--- config.mk ---
export PLATFORM = sky130hd
export DESIGN_NAME = sym_fir_filter
export DESIGN_NICKNAME = d
export VERILOG_FILES = /design/src/rtl/fir_pkg.sv /design/src/rtl/fir_preadd_mac.sv /design/src/rtl/sym_fir_filter.sv
export SDC_FILE = /design/constraint.sdc
export NUM_CORES = 2
export LEC_CHECK = 0
export ABC_AREA = 1
export BUFFER_PORTS_ARGS = -buffer_cell sky130_fd_sc_hd__buf_2
export CAP_MARGIN = 0
export CORE_MARGIN = 3
export CORE_UTILIZATION = 50
export DETAILED_ROUTE_END_ITERATION = 8
export PLACE_DENSITY = 0.64
export SLEW_MARGIN = 20
export SYNTH_ARGS = -nofsm -noshare
export SYNTH_HDL_FRONTEND = slang
export SYNTH_HIERARCHICAL = 1
export SYNTH_SLANG_ARGS = --single-unit
--- constraint.sdc ---
create_clock -name clk -period 12.71 [get_ports clk]
set_input_delay 1.9065 -clock clk [delete_from_list [all_inputs] [get_ports clk]]
set_output_delay 1.9065 -clock clk [all_outputs]
set_load 0.03 [all_outputs]
--- src/rtl/fir_pkg.sv ---
// Shared definitions for the symmetric FIR filter: FSM state encoding,
// default widths and the rounding-constant helper.
package fir_pkg;

   typedef enum logic [1:0] {
      ST_IDLE  = 2'd0,
      ST_MAC   = 2'd1,
      ST_ROUND = 2'd2
   } fir_state_e;

   localparam int DEF_DATA_W = 18;
   localparam int DEF_COEF_W = 18;
   localparam int DEF_FRAC_W = 12;

   // Half an LSB of the output scale, added before the arithmetic shift.
   function automatic int rnd_half(input int frac_w);
      return (frac_w > 0) ? (1 << (frac_w - 1)) : 0;
   endfunction

endpackage

--- src/rtl/fir_preadd_mac.sv ---
// Pre-add / multiply / accumulate datapath: acc += (a + b) * c,
// with a synchronous clear that takes priority over enable.
module fir_preadd_mac
   import fir_pkg::*;
#(
   parameter int DATA_W = DEF_DATA_W,
   parameter int COEF_W = DEF_COEF_W,
   parameter int ACC_W  = DEF_DATA_W + DEF_COEF_W + 4
) (
   input  logic                     clk,
   input  logic                     rst_n,
   input  logic                     clr,
   input  logic                     en,
   input  logic signed [DATA_W-1:0] a,
   input  logic signed [DATA_W-1:0] b,
   input  logic signed [COEF_W-1:0] c,
   output logic signed [ACC_W-1:0]  acc
);

   localparam int PROD_W = DATA_W + 1 + COEF_W;

   logic signed [DATA_W:0]   sum;
   logic signed [PROD_W-1:0] prod;

   assign sum  = (DATA_W+1)'(a) + (DATA_W+1)'(b);
   assign prod = PROD_W'(sum) * PROD_W'(c);

   always_ff @(posedge clk or negedge rst_n) begin
      if (!rst_n) begin
         acc <= '0;
      end else if (clr) begin
         acc <= '0;
      end else if (en) begin
         acc <= acc + ACC_W'(prod);
      end
   end

endmodule

--- src/rtl/sym_fir_filter.sv ---
// Linear-phase FIR with a shared pre-add MAC, runtime coefficient RAM and
// valid/ready input. Define FIR_SATURATE_EN to clamp the output instead of wrapping.
//
//   state    | meaning
//   ---------+----------------------------------------------------
//   ST_IDLE  | in_ready=1, waiting for a sample; coef writes land
//   ST_MAC   | one pre-add/multiply/accumulate per cycle, HALF cycles
//   ST_ROUND | round/limit accumulator, pulse out_valid next cycle
module sym_fir_filter
   import fir_pkg::*;
#(
   parameter int DATA_W   = DEF_DATA_W,
   parameter int COEF_W   = DEF_COEF_W,
   parameter int FRAC_W   = DEF_FRAC_W,
   parameter int NUM_TAPS = 12,
   parameter int ACC_W    = DATA_W + COEF_W + 1 + $clog2(NUM_TAPS/2)
) (
   input  logic                              clk,
   input  logic                              rst_n,
   input  logic signed [DATA_W-1:0]          in_sample,
   input  logic                              in_valid,
   output logic                              in_ready,
   output logic signed [DATA_W-1:0]          out_sample,
   output logic                              out_valid,
   input  logic                              coef_we,
   input  logic [$clog2(NUM_TAPS/2)-1:0]     coef_addr,
   input  logic signed [COEF_W-1:0]          coef_wdata
);

   localparam int HALF   = NUM_TAPS / 2;
   localparam int ADDR_W = $clog2(HALF);
   localparam int TAP_W  = $clog2(NUM_TAPS);
   localparam int RND_K  = rnd_half(FRAC_W);

   fir_state_e               state_q, state_d;
   logic signed [DATA_W-1:0] x_q [NUM_TAPS];
   logic signed [COEF_W-1:0] c_q [HALF];
   logic [ADDR_W-1:0]        idx_q;
   logic [TAP_W-1:0]         tap_a, tap_b;
   logic                     accept, mac_en, last_mac;
   logic signed [ACC_W-1:0]  acc;
   logic signed [ACC_W:0]    rsum, rshift;
   logic [DATA_W-1:0]        rnd_out;

   assign in_ready = (state_q == ST_IDLE);
   assign accept   = in_valid & in_ready;
   assign mac_en   = (state_q == ST_MAC);
   assign last_mac = (idx_q == ADDR_W'(HALF - 1));

   always_comb begin
      state_d = state_q;
      case (state_q)
         ST_IDLE:  if (accept)   state_d = ST_MAC;
         ST_MAC:   if (last_mac) state_d = ST_ROUND;
         ST_ROUND: state_d = ST_IDLE;
         default:  state_d = ST_IDLE;
      endcase
   end

   always_ff @(posedge clk or negedge rst_n) begin
      if (!rst_n) begin
         state_q <= ST_IDLE;
         idx_q   <= '0;
      end else begin
         state_q <= state_d;
         if (accept) begin
            idx_q <= '0;
         end else if (mac_en && !last_mac) begin
            idx_q <= idx_q + 1'b1;
         end
      end
   end

   always_ff @(posedge clk or negedge rst_n) begin
      if (!rst_n) begin
         for (int i = 0; i < NUM_TAPS; i++) x_q[i] <= '0;
      end else if (accept) begin
         x_q[0] <= in_sample;
         for (int i = 1; i < NUM_TAPS; i++) x_q[i] <= x_q[i-1];
      end
   end

   // Writes only land while idle so a running MAC sequence never sees a torn set.
   always_ff @(posedge clk or negedge rst_n) begin
      if (!rst_n) begin
         for (int i = 0; i < HALF; i++) c_q[i] <= '0;
      end else if (coef_we && in_ready && (int'(coef_addr) < HALF)) begin
         c_q[coef_addr] <= coef_wdata;
      end
   end

   assign tap_a = TAP_W'(idx_q);
   assign tap_b = TAP_W'(NUM_TAPS - 1) - tap_a;

   fir_preadd_mac #(
      .DATA_W (DATA_W),
      .COEF_W (COEF_W),
      .ACC_W  (ACC_W)
   ) u_mac (
      .clk    (clk),
      .rst_n  (rst_n),
      .clr    (accept),
      .en     (mac_en),
      .a      (x_q[tap_a]),
      .b      (x_q[tap_b]),
      .c      (c_q[idx_q]),
      .acc    (acc)
   );

   // One guard bit keeps the rounding add from overflowing the accumulator.
   assign rsum   = {acc[ACC_W-1], acc} + (ACC_W+1)'(RND_K);
   assign rshift = rsum >>> FRAC_W;

`ifdef FIR_SATURATE_EN
   always_comb begin
      rnd_out = rshift[DATA_W-1:0];
      if (rshift[ACC_W:DATA_W-1] != {(ACC_W-DATA_W+2){rshift[ACC_W]}}) begin
         rnd_out = rshift[ACC_W] ? {1'b1, {(DATA_W-1){1'b0}}}
                                 : {1'b0, {(DATA_W-1){1'b1}}};
      end
   end
`else
   logic unused_hi;
   assign rnd_out   = rshift[DATA_W-1:0];
   assign unused_hi = ^rshift[ACC_W:DATA_W];
`endif

   always_ff @(posedge clk or negedge rst_n) begin
      if (!rst_n) begin
         out_sample <= '0;
         out_valid  <= 1'b0;
      end else begin
         out_valid <= (state_q == ST_ROUND);
         if (state_q == ST_ROUND) out_sample <= rnd_out;
      end
   end

endmodule

## Word level (Yosys, flattened, before mapping)

Cells that the tools add are included.

| word-level totals | value |
|---|---|
| register bits | 388 |
| output and inout port bits | 20 |

| operators by class | value |
|---|---|
| add/sub/neg operators | 5 |
| multipliers | 1 |
| order comparisons | 6 |
| equal/unequal tests | 5 |
| muxes and demuxes | 19 |
| bitwise logic cells | 5 |
| reduce and logical (&&, ||, !) cells | 9 |

Operators by type and width:

| kind | count |
|---|---|
| $bmux 18 s4 | 2 |
| $mux 18 | 7 |
| $bwmux 108 | 1 |
| $mux 40 | 2 |
| $bmux 18 s3 | 1 |
| $demux 18 s3 | 1 |
| $add 40x37->40 | 1 |
| $mul 19x18->37 | 1 |
| $add 30x13->30 const B | 1 |
| $add 18x18->19 | 1 |
| $ge 5x5->1 const B | 2 |
| $ge 4x4->1 const B | 2 |
| $not 3->4 | 2 |
| $mux 3 | 2 |
| $not 3->5 | 1 |
| $not 4->5 | 1 |
| $logic_and 1x1->1 | 4 |
| $lt 4x1->1 const B | 1 |
| $mux 2 | 2 |
| $ne 2x1->1 const B | 2 |
| $pmux 2 s2 | 1 |
| $reduce_bool 2->1 | 2 |
| $sub 4x3->4 const A | 1 |
| $add 3x1->3 const B | 1 |
| other kinds (8) | 8 |

## Depth between registers and ports, before layout

| depth | value |
|---|---|
| word-level depth | 10 |
| gate-level depth with buffers | 44 |

## Cells and area by module

Netlist, hierarchy kept.

Modules (own cells, without submodules):

| module | instances | cells each | area an instance (um2) |
|---|---|---|---|
| fir_preadd_mac | 1 | 2230 | 17463.0 |
| sym_fir_filter | 1 | 2068 | 16772.3 |

## Worst setup path before layout

No wires, ideal clock.

| path | value |
|---|---|
| path type | reg-to-reg |
| start | register idx_q[0] |
| end | register u_mac.acc[38] |
| setup time | 0.118 ns |
| arrival time | 7.864 ns |
| required time | 12.592 ns |
| setup slack | 4.728 ns |
| stages on the path, launching flop included | 39 |
| path buffers | 5 |
| clock period less this slack | 7.982 ns |
| cell sequence | dfrtp_1 buf_6 inv_2 buf_6 buf_8 buf_6 a21oi_2 o21ai_0 nand2_1 o21a_1 ha_1 a21oi_1 a21boi_1 nand2_1 nand2_1 nand3_1 nand2_1 nand2_2 (+3 left out) fa_1 fa_1 fa_1 fa_1 inv_1 fa_1 inv_1 ha_1 ha_1 inv_1 nor3_1 nand2_1 nor2_1 nand3_1 nand3_1 nand2_1 nand3_1 nand2_1 |

| between the ends | value |
|---|---|
| longest elaborated chain between the ends | 10 |
| elaborated cells between the ends (all ways) | 18 |
| those cells by class | add/sub (3); mul (1); mux (11); bitwise (3) |

RTL lines:

| what | RTL line | RTL |
|---|---|---|
| from (decl) | sym_fir_filter.sv:38 | `logic [ADDR_W-1:0] idx_q;` |
| from (signal assigned) | sym_fir_filter.sv:69 | `idx_q <= idx_q + 1'b1;` |
| $sub 4x3->4 | sym_fir_filter.sv:93 | `assign tap_b = TAP_W'(NUM_TAPS - 1) - tap_a;` |
| $not 4->5 (implied by the code) | sym_fir_filter.sv:105 | `.b (x_q[tap_b]),` |
| $bmux 18 s4 | sym_fir_filter.sv:105 |  |
| $mux 18 (implied by the code) (2 in a row) | sym_fir_filter.sv:105 |  |
| $add 18x18->19 | fir_preadd_mac.sv:25 | `assign sum = (DATA_W+1)'(a) + (DATA_W+1)'(b);` |
| $mul 19x18->37 (*) | fir_preadd_mac.sv:26 | `assign prod = PROD_W'(sum) * PROD_W'(c);` |
| $add 40x37->40 (*) | fir_preadd_mac.sv:34 | `acc <= acc + ACC_W'(prod);` |
| $mux 40 (*) | fir_preadd_mac.sv:33 | `end else if (en) begin` |
| $mux 40 (*) | fir_preadd_mac.sv:31 | `end else if (clr) begin` |
| to (signal assigned) | fir_preadd_mac.sv:34 |  |
| to (decl) | fir_preadd_mac.sv:17 | `output logic signed [ACC_W-1:0] acc` |

Mark *: on every way between the ends. The rest lies on a longest branch, timed or not. The select of a mux whose other input is x is not followed.
A chain may end at the register's enable or synchronous reset.

## Worst setup path after layout

| path | value |
|---|---|
| start | register idx_q[0] |
| end | register u_mac.acc[21] |

Same word-level chain as after synthesis.

==> summary.md <==
| Metric | Value |
|---|---|
| Final Cycle Share | `between 70% and 80%` |
| ANT nets after route | `0` |
| Vias per cell | `5.27` |
| Unrepaired setup endpoints after global routing | `no` |
| Skew final | `0.0258 ns` |
| CTS buffer count | `44` |
| Post-Route WL | `about 77000 um` |
| Storage cell area | `approximately 9500 um2` |
| Final Hold Viols | `0` |
| Hold buffers post-CTS | `0` |
| CP required | `13.19 ns` |
| Final nets | `roughly 4300` |
| Congestion Overflow GR | `0` |
| Die Span X | `254 um` |
| CP endpoint kind | `flip-flop` |
| Starting Density | `50.7%` |
| TNS Setup | `0 ns` |
| Die H | `254 um` |
| Post-CTS Setup Inserts | `0` |
| Uppermost layer routed | `met4` |
| GP Congestion | `0.928` |
| # DRC | `0` |
| Largest net degree at the start of global routing | `122` |
| Layout cell share with drive strength beyond 1 | `~7.0%` |
| Post-CTS sizing | `0` |
| Post-layout minimum cycle time | `9.58 ns` |
| Gr usage total | `24.9%` |
| CTS tree | `built` |
| Vias in the first global route | `24300` |
| Mapped Cells | `3840` |
| Buffer depth of the longest clock path | `3` |
| Worst Tran Pin Value | `between 1 and 1.5 ns` |
| Global-route wire length before repair | `128000 um` |
| Yosys warning total | `6` |
| Max capacitance violation total | `0` |
| Startpoint Class | `flip-flop` |
| Htree depth | `2` |
| Total number of vias | `24200` |
| Clock Tree Root | `clkbuf_16` |
| WP data arrival | `between 10 and 15 ns` |
| Largest fanout on the critical path | `99` |
| DRT Pass-1 Iters | `6` |
| Outcome | `finished, final reports clean` |
| Min-delay worst type | `flip-flop to flip-flop` |
| Filler Cells Inserted | `approximately 5800` |
| Routed length on met2 | `34600 um` |
| I/O pin count | `63` |
| Multi-input gate area | `17800 um2` |
| CP peak stage delay | `just over 0.7 ns` |
| # setup viols final | `0` |
| Met3 wire length | `4370 um` |
| DR iter-0 viols | `1975` |
| Wirelength per Cell | `about 17 um` |
| Fmax | `104 MHz` |
| Antenna Cells | `0` |
| CP Class | `flip-flop to flip-flop` |
| Detailed Place HPWL | `55300 um` |
| Clock-pin slew on the worst setup and hold paths | `0.06 ns` |
| Mapped Nets | `4325` |
| Buffers on Ports | `62` |
| Most frequent CP cell | `nand2_1` |
| Rows | `90` |
| Worst skew pair latency | `0.59 ns` |
| Cell area after synthesis | `30700 um2` |
| Syn avg cell area | `about 8.0 um2` |
| CP max stage cell | `dfrtp_4` |
| Clock sink count | `approximately 380` |
| Initial antenna violation count | `0` |
| M1 wire length | `36000 um` |
| Die ar. | `approximately 64000 um2` |
| Slew Limit Fails | `0` |
| Rel. slew slack | `20.3%` |
| Area Overhead vs Synth | `6.97%` |
| Core area | `60600 um2` |
[critical path, delay by kind of cell (launching register included)]
family | cells | cell delay, ns
simple gates | 15 | 1.54
flops | 1 | 0.71
compound gates | 6 | 1.27
buf+inv | 8 | 1.94
fa+ha+maj | 9 | 3.96
[per-layer routing]
metal / vias to the layer above / global-route usage [%]
met4: 0 / 7.01
met2: 647 / 39.3
met1: 11700 / 35.7
met3: 146 / 3.98
met5: - / 0
li1: 11800 / -
[final timing paths]
check | startpoint | endpoint | slack, ns | cells past startpoint
setup / recovery | idx_q[0] | u_mac/acc[21] | 3.13 | 38
hold / removal | out_sample[0] | out_sample[0] | 0.47 | 2
setup reg to reg | idx_q[0] | u_mac/acc[21] | 3.13 | 38
hold reg to reg | out_sample[0] | out_sample[0] | 0.47 | 2
max in group asynchronous | rst_n | u_mac/acc[21] | 9.20 | 3
min in group asynchronous | rst_n | x_q[93] | 1.40 | 1
[placed cells by master, fill, tap and decap left out, types with 44 or more instances in the layout]
master     count
o21ai_1       65
buf_2         61
o21ai_0      519
ha_1         123
nand2_1      872
clkbuf_16     44
nand3_1       89
dfrtp_1      375
nor2_1       282
a21oi_2       46
a21oi_1      142
fa_1         319
inv_1        649
[per-stage QoR]
stage	worst slack (ns)	instances	area, um2	hold WS (ns)	util (%)
floorplan	5.23	3840	30700	0.448	-
global placement	3.21	4524	31400	0.458	51.8
detailed placement	3.14	4524	31400	0.458	51.8
CTS	3.14	4603	32900	0.477	54.3
global route	2.35	4603	32900	0.492	54.3
finish	3.13	4603	32900	0.473	54.3
[flip-flops by register name, indices dropped and copies added, names as in the netlist]
| register | count |
|---|---|
| out_sample | 18 |
| u_mac/acc | 30 |
| c_q | 108 |
| x_q | 216 |
| state_q | 2 |
| out_valid | 1 |
| idx_q | 3 |
[final cells by class]
cell class | count | share of cell area, %
repair buffers | 94 | 1.70
well taps | 782 | 2.98
flip-flops and latches | 378 | 28.8
clock inverters | 15 | 0.624
multi-input cells | 2602 | 54.2
clock buffers | 64 | 4.00
inverters | 668 | 7.65
Power is not shown: default switching activity piles up to over one toggle a cycle in this logic, so the estimate is an artifact.
